### src/rtl/multdiv_div.sv
// multdiv_div: multi-cycle signed restoring divider, one quotient bit per cycle.
//   clock            in   rising-edge clock
//   reset_n          in   asynchronous active-low reset
//   ctrl_DIV         in   start pulse; operands sampled on this cycle
//   data_operandA    in   WIDTH dividend (two's complement)
//   data_operandB    in   WIDTH divisor (two's complement)
//   data_result      out  WIDTH signed quotient, truncated toward zero
//   data_exception   out  divide-by-zero / overflow flag
//   data_resultRDY   out  one-cycle result-valid pulse
//   data_remainder   out  WIDTH signed remainder (only with MULTDIV_DIV_REMAINDER_EN)
// Optional feature macro: MULTDIV_DIV_REMAINDER_EN
module multdiv_div #(
    parameter int WIDTH = 32
) (
    input  logic             clock,
    input  logic             reset_n,
    input  logic             ctrl_DIV,
    input  logic [WIDTH-1:0] data_operandA,
    input  logic [WIDTH-1:0] data_operandB,
    output logic [WIDTH-1:0] data_result,
    output logic             data_exception,
    output logic             data_resultRDY
`ifdef MULTDIV_DIV_REMAINDER_EN
    ,
    output logic [WIDTH-1:0] data_remainder
`endif
);
    localparam int CW = (WIDTH > 1) ? $clog2(WIDTH) : 1;
    localparam logic [1:0] IDLE = 2'd0;
    localparam logic [1:0] RUN  = 2'd1;
    localparam logic [1:0] DONE = 2'd2;
    localparam logic [WIDTH-1:0] MIN_VAL = {1'b1, {(WIDTH-1){1'b0}}};
    localparam logic [CW-1:0] LAST = CW'(WIDTH - 1);

    logic [1:0]       state_q, state_d;
    logic [CW-1:0]    cnt_q, cnt_d;
    logic [WIDTH-1:0] quo_q, quo_d;
    logic [WIDTH-1:0] div_q, div_d;
    logic [WIDTH-1:0] rem_q, rem_d;
    logic             qsign_q, qsign_d;
    logic [WIDTH-1:0] result_q, result_d;
    logic             exc_q, exc_d;
`ifdef MULTDIV_DIV_REMAINDER_EN
    logic             rsign_q, rsign_d;
    logic [WIDTH-1:0] remout_q, remout_d;
`endif

    logic [WIDTH:0]   shifted, diff;
    logic             q_bit;
    logic [WIDTH-1:0] rem_next, quo_next, a_abs, b_abs;

    // The running remainder always stays below the divisor magnitude, so it
    // fits in WIDTH bits; only the trial shift/subtract needs the extra bit.
    // quo_q starts as |dividend| and fills with quotient bits from the right.
    assign shifted  = {rem_q, quo_q[WIDTH-1]};
    assign diff     = shifted - {1'b0, div_q};
    assign q_bit    = ~diff[WIDTH];
    assign rem_next = q_bit ? diff[WIDTH-1:0] : shifted[WIDTH-1:0];
    assign quo_next = {quo_q[WIDTH-2:0], q_bit};
    assign a_abs    = data_operandA[WIDTH-1] ? -data_operandA : data_operandA;
    assign b_abs    = data_operandB[WIDTH-1] ? -data_operandB : data_operandB;

    always_comb begin
        state_d  = state_q;
        cnt_d    = cnt_q;
        quo_d    = quo_q;
        div_d    = div_q;
        rem_d    = rem_q;
        qsign_d  = qsign_q;
        result_d = result_q;
        exc_d    = exc_q;
`ifdef MULTDIV_DIV_REMAINDER_EN
        rsign_d  = rsign_q;
        remout_d = remout_q;
`endif
        if (ctrl_DIV) begin
            cnt_d = '0;
            exc_d = 1'b0;
            if (data_operandB == '0) begin
                state_d  = DONE;
                exc_d    = 1'b1;
                result_d = '0;
`ifdef MULTDIV_DIV_REMAINDER_EN
                remout_d = '0;
`endif
            end else if (data_operandA == MIN_VAL && data_operandB == '1) begin
                state_d  = DONE;
                exc_d    = 1'b1;
                result_d = MIN_VAL;
`ifdef MULTDIV_DIV_REMAINDER_EN
                remout_d = '0;
`endif
            end else begin
                state_d = RUN;
                quo_d   = a_abs;
                div_d   = b_abs;
                rem_d   = '0;
                qsign_d = data_operandA[WIDTH-1] ^ data_operandB[WIDTH-1];
`ifdef MULTDIV_DIV_REMAINDER_EN
                rsign_d = data_operandA[WIDTH-1];
`endif
            end
        end else if (state_q == RUN) begin
            quo_d = quo_next;
            rem_d = rem_next;
            cnt_d = cnt_q + CW'(1);
            if (cnt_q == LAST) begin
                state_d  = DONE;
                result_d = qsign_q ? -quo_next : quo_next;
`ifdef MULTDIV_DIV_REMAINDER_EN
                remout_d = rsign_q ? -rem_next : rem_next;
`endif
            end
        end else if (state_q != IDLE) begin
            state_d = IDLE;
        end
    end

    always_ff @(posedge clock or negedge reset_n) begin
        if (!reset_n) begin
            state_q  <= IDLE;
            cnt_q    <= '0;
            quo_q    <= '0;
            div_q    <= '0;
            rem_q    <= '0;
            qsign_q  <= 1'b0;
            result_q <= '0;
            exc_q    <= 1'b0;
`ifdef MULTDIV_DIV_REMAINDER_EN
            rsign_q  <= 1'b0;
            remout_q <= '0;
`endif
        end else begin
            state_q  <= state_d;
            cnt_q    <= cnt_d;
            quo_q    <= quo_d;
            div_q    <= div_d;
            rem_q    <= rem_d;
            qsign_q  <= qsign_d;
            result_q <= result_d;
            exc_q    <= exc_d;
`ifdef MULTDIV_DIV_REMAINDER_EN
            rsign_q  <= rsign_d;
            remout_q <= remout_d;
`endif
        end
    end

    assign data_result    = result_q;
    assign data_exception = exc_q;
    assign data_resultRDY = (state_q == DONE);
`ifdef MULTDIV_DIV_REMAINDER_EN
    assign data_remainder = remout_q;
`endif
endmodule
### config.mk
export PLATFORM = sky130hd
export DESIGN_NAME = multdiv_div
export DESIGN_NICKNAME = d
export VERILOG_FILES = /design/src/rtl/multdiv_div.sv
export SDC_FILE = /design/constraint.sdc
export NUM_CORES = 1
export LEC_CHECK = 0
export CAP_MARGIN = 20
export CORE_UTILIZATION = 58
export DETAILED_ROUTE_END_ITERATION = 10
export PLACE_DENSITY = 0.81
export SYNTH_ARGS = -nofsm -noshare
export SYNTH_HDL_FRONTEND = slang
export SYNTH_SLANG_ARGS = --single-unit
### constraint.sdc
create_clock -name clock -period 5 [get_ports clock]
set_input_delay 1 -clock clock [delete_from_list [all_inputs] [get_ports clock]]
set_output_delay 1 -clock clock [all_outputs]
set_load 0.005 [all_outputs]
==> impl_metrics.ini <==
[clock_network]
cts_inserted_buffers = 17
clock_path_buffers = 2
clkSlewWorstSetupHoldPaths_ns = 0.06
cts-hold-fix-buffers = 0
cts.sink_count = 137
root_buffer = sky130_fd_sc_hd__clkbuf_16
ctsHtreeMaxLevel = 4
gates_resized_cts_repair = 0
cts_tree = yes
post_cts_buffers = 0
clkLatencyLatePin_ns = 0.43

[floorplan]
start_util_pct = 59.5
fp.dieArea_um2 = 17600
ios = 101
floorplan.die.height_um = 133
floorplan.rows = 47
core_area_um2 = 16600
die_x_um = 133

[power_and_ir_drop]
final_total_power_mw = 3.15
seq_power_share_pct = 41.5
irDropWorstVdd_mv = 0.262
comb_pwr_share_pct = 19.7
power.switching_fraction_pct = 31.8
power.internal_mw = 2.15
power_switching_mw = 1.00
p_per_area_nw_per_um2 = 271
static-leakage-power_nw = 4.96
clock_power_share_pct = 38.8

[sta]
grt_setup_unrepaired = false
timing.final.max_slew_violations = 0
final_hold_slack_ns = 0.478
finalHoldViolCount = 0
fin_crit_sh_pct = 87.5
setup_viol = 0
maxSlewHeadroom_pct = 33.6
totalNegativeSetupSlack_ns = 0
max_clock_freq_mhz = 229
setup_slack_ns = 0.625
finalClockSkew_ns = 0.0165
timing.final.crit_period_ns = 4.38
worst_slew_pin_slew_ns = 0.995

[cells_and_area]
final_nets = 1354
fin_util_pct = 69.9
filler_cell_count = 1304
area_growth_pct = 17.6
antennaDiodeCount = 0
seqCellArea_um2 = 3430
drive_gt1_share_pct = 6.11
multiInputGateArea_um2 = 5980

[setup_path]
critical_path.reg2reg.endpoint = data_result[24]
worst_endpoint_required_time_ns = 5.30
r2r-start = quo_q[31]
rrSetupSlack_ns = 0.62
cp-start-kind = flop
worstRegToRegCells = 18
timing.critical_path.fanout_max = 5
arrival_ns = 4.68
timing.critical_path.to_type = flop
critPathKind = flop to flop

[logic_synthesis]
yosys-mux-area-fraction_pct = 3.87
sequential_to_total_area_share_from_yosys_stat_pct = 34.6
async_sr_flop_fraction_pct = 100
synthDistinctLibCells = 74
synth_compound_gate_area_share_pct = 23.5
syn-instance-count = 1176
post_synth_xor_area_fraction_pct = 9.03
dominantRegCellSynth = sky130_fd_sc_hd__dfrtp_1
synth_top_family_by_area = compound AO/OA/AOI/OAI gates
syn_area_per_cell_um2 = 8.41
post_synth_edffs = 0
postSynthRegisterBits = 137
synth.cell_area_um2 = 9900
post_synth_fa_ha_maj_area_fraction_pct = 5.01
synth_nets = 1282
ys_warn_count = 0
synth-simple-area-share_pct = 18.9

[global_route]
grt-ovfl-total = 0
first_global_vias = 8364
largest_net_degree_at_the_start_of_global_routing = 73
grt_pass1_wl_um = 43700
globalRouteTotalUtil_pct = 31.4
antenna_violations_before_repair = 0

[placement]
detailed_place_hpwl_um = 19300
place_congestion = 0.912
buffer_ports.inserted = 100
dp_worst_slack_ns = 0.320

[route]
detail_route.wirelength_um = 26800
ant_nets = 0
vias = 9275
routedWlPerCell_um = 18.1
routed_via_density = 6.26
detailed_route_drc_error_count = 0
iteration_0_drc_count_of_the_detailed_router = 901
first_pass_iters = 6

[job]
cap_viol_max_count = 0

[status]
outcome = complete, no violations

[min_path]
min_path_cells = 2
timing.hold.worst.class = flop to flop
hold_path_startpoint = data_result[0]
hold-path-endpoint = data_result[0]
[worst max-delay path, stage by stage (launching register included)]
cell	delay [ns]
sky130_fd_sc_hd__dfrtp_1	0.37
sky130_fd_sc_hd__inv_1	0.07
sky130_fd_sc_hd__ha_1	0.19
sky130_fd_sc_hd__fa_1	0.23
sky130_fd_sc_hd__nor2b_1	0.07
sky130_fd_sc_hd__o31a_1	0.33
sky130_fd_sc_hd__o21ai_0	0.26
sky130_fd_sc_hd__o211ai_1	0.22
sky130_fd_sc_hd__a2111oi_0	0.47
sky130_fd_sc_hd__buf_4	0.20
sky130_fd_sc_hd__nor3_4	0.05
sky130_fd_sc_hd__inv_2	0.06
sky130_fd_sc_hd__ha_1	0.17
sky130_fd_sc_hd__nand2b_1	0.12
sky130_fd_sc_hd__or4_1	0.43
sky130_fd_sc_hd__or3_1	0.38
sky130_fd_sc_hd__o31ai_1	0.26
sky130_fd_sc_hd__xor2_1	0.25
sky130_fd_sc_hd__o21ai_0	0.11
[Yosys cell counts, drive strengths merged (15+ instances only)]
master | number | area [µm²]
ha | 38 | 475
nor3 | 22 | 115
nand3 | 22 | 110
xnor2 | 44 | 385
mux2i | 36 | 360
inv | 53 | 199
nand2 | 141 | 529
a211oi | 15 | 113
nand4 | 18 | 113
xor2 | 58 | 508
dfrtp | 137 | 3430
o21ai | 133 | 669
nor2 | 68 | 265
or3 | 24 | 150
a21o | 23 | 173
buf | 17 | 100
a32oi | 16 | 140
or4 | 17 | 131
clkbuf | 52 | 196
a21oi | 66 | 330
o31ai | 30 | 225
[flip-flops by register name (all words and copies together) (netlist names)]
register and count:
data_result 32, rem_q 32, quo_q 32, qsign_q 1
state_q 2, cnt_q 5, div_q 32, data_exception 1
[logic make-up after synthesis]
group	Yosys count
buf+inv	122
fa+ha+maj	39
xor+xnor	102
simple gates	377
flops	137
compound gates	361
mux	38
[cell type report]
class / count / share of cell area, %
Clock buffer: 19 / 3.89
Clock inverter: 13 / 1.04
Inverter: 53 / 1.71
Multi-Input combinational cell: 917 / 51.4
Sequential cell: 137 / 29.5
Tap cell: 220 / 2.37
Timing Repair Buffer: 122 / 10.1
[metrics by stage]
step                std cells  area (µm²)
global placement         1449       11100
finish                   1481       11600
global route             1481       11600
CTS                      1481       11600
floorplan                1176        9900
detailed placement       1449       11100
[routing by layer]
metal  wire [µm]  vias to the layer above  GRT usage [%]  share of wire [%]
met1       12200                     4420           46.0                 46
li1            -                     4419              -                  -
met2       11900                      398           46.7                 44
met5           0                        -              0                  0
met3        2200                       38           6.59                8.2
met4         414                        0           8.62                1.5
[power groups by stage]
| stage | clock network [mW] | logic, mW | registers, mW |
|---|---|---|---|
| final | 1.22 | 0.621 | 1.31 |
| after global routing | 1.28 | 0.687 | 1.32 |
| after CTS | 1.23 | 0.614 | 1.30 |
| after detailed placement | 0 | 0.605 | 1.32 |
| after global placement | 0 | 0.591 | 1.32 |
| after floorplan | 0 | 0.434 | 1.25 |
[worst max path at each step]
stage | start | to | slack [ns] | cells after the start
2_1_floorplan | rem_q[6] | data_result[24] | 0.53 | 15
3_3_place_gp | data_operandA[0] | data_result[21] | 0.41 | 11
3_5_place_dp | data_operandA[1] | data_result[21] | 0.32 | 11
4_1_cts | quo_q[31] | data_result[24] | 0.69 | 18
5_1_grt | quo_q[31] | data_result[24] | 0.31 | 18
6_report | quo_q[31] | data_result[24] | 0.62 | 18
[placed cells by master (no fill, tap or decap), drive strengths merged, types with 22 or more instances in the layout]
cell	instances
buf	24
a21o	23
or3	24
clkdlybuf4s50	98
nand2	141
mux2i	36
o31ai	30
inv	54
nor2	68
ha	38
xor2	58
nor3	22
dfrtp	137
a21oi	66
xnor2	44
o21ai	133
nand3	22
Power figures use the tool's default switching activity.
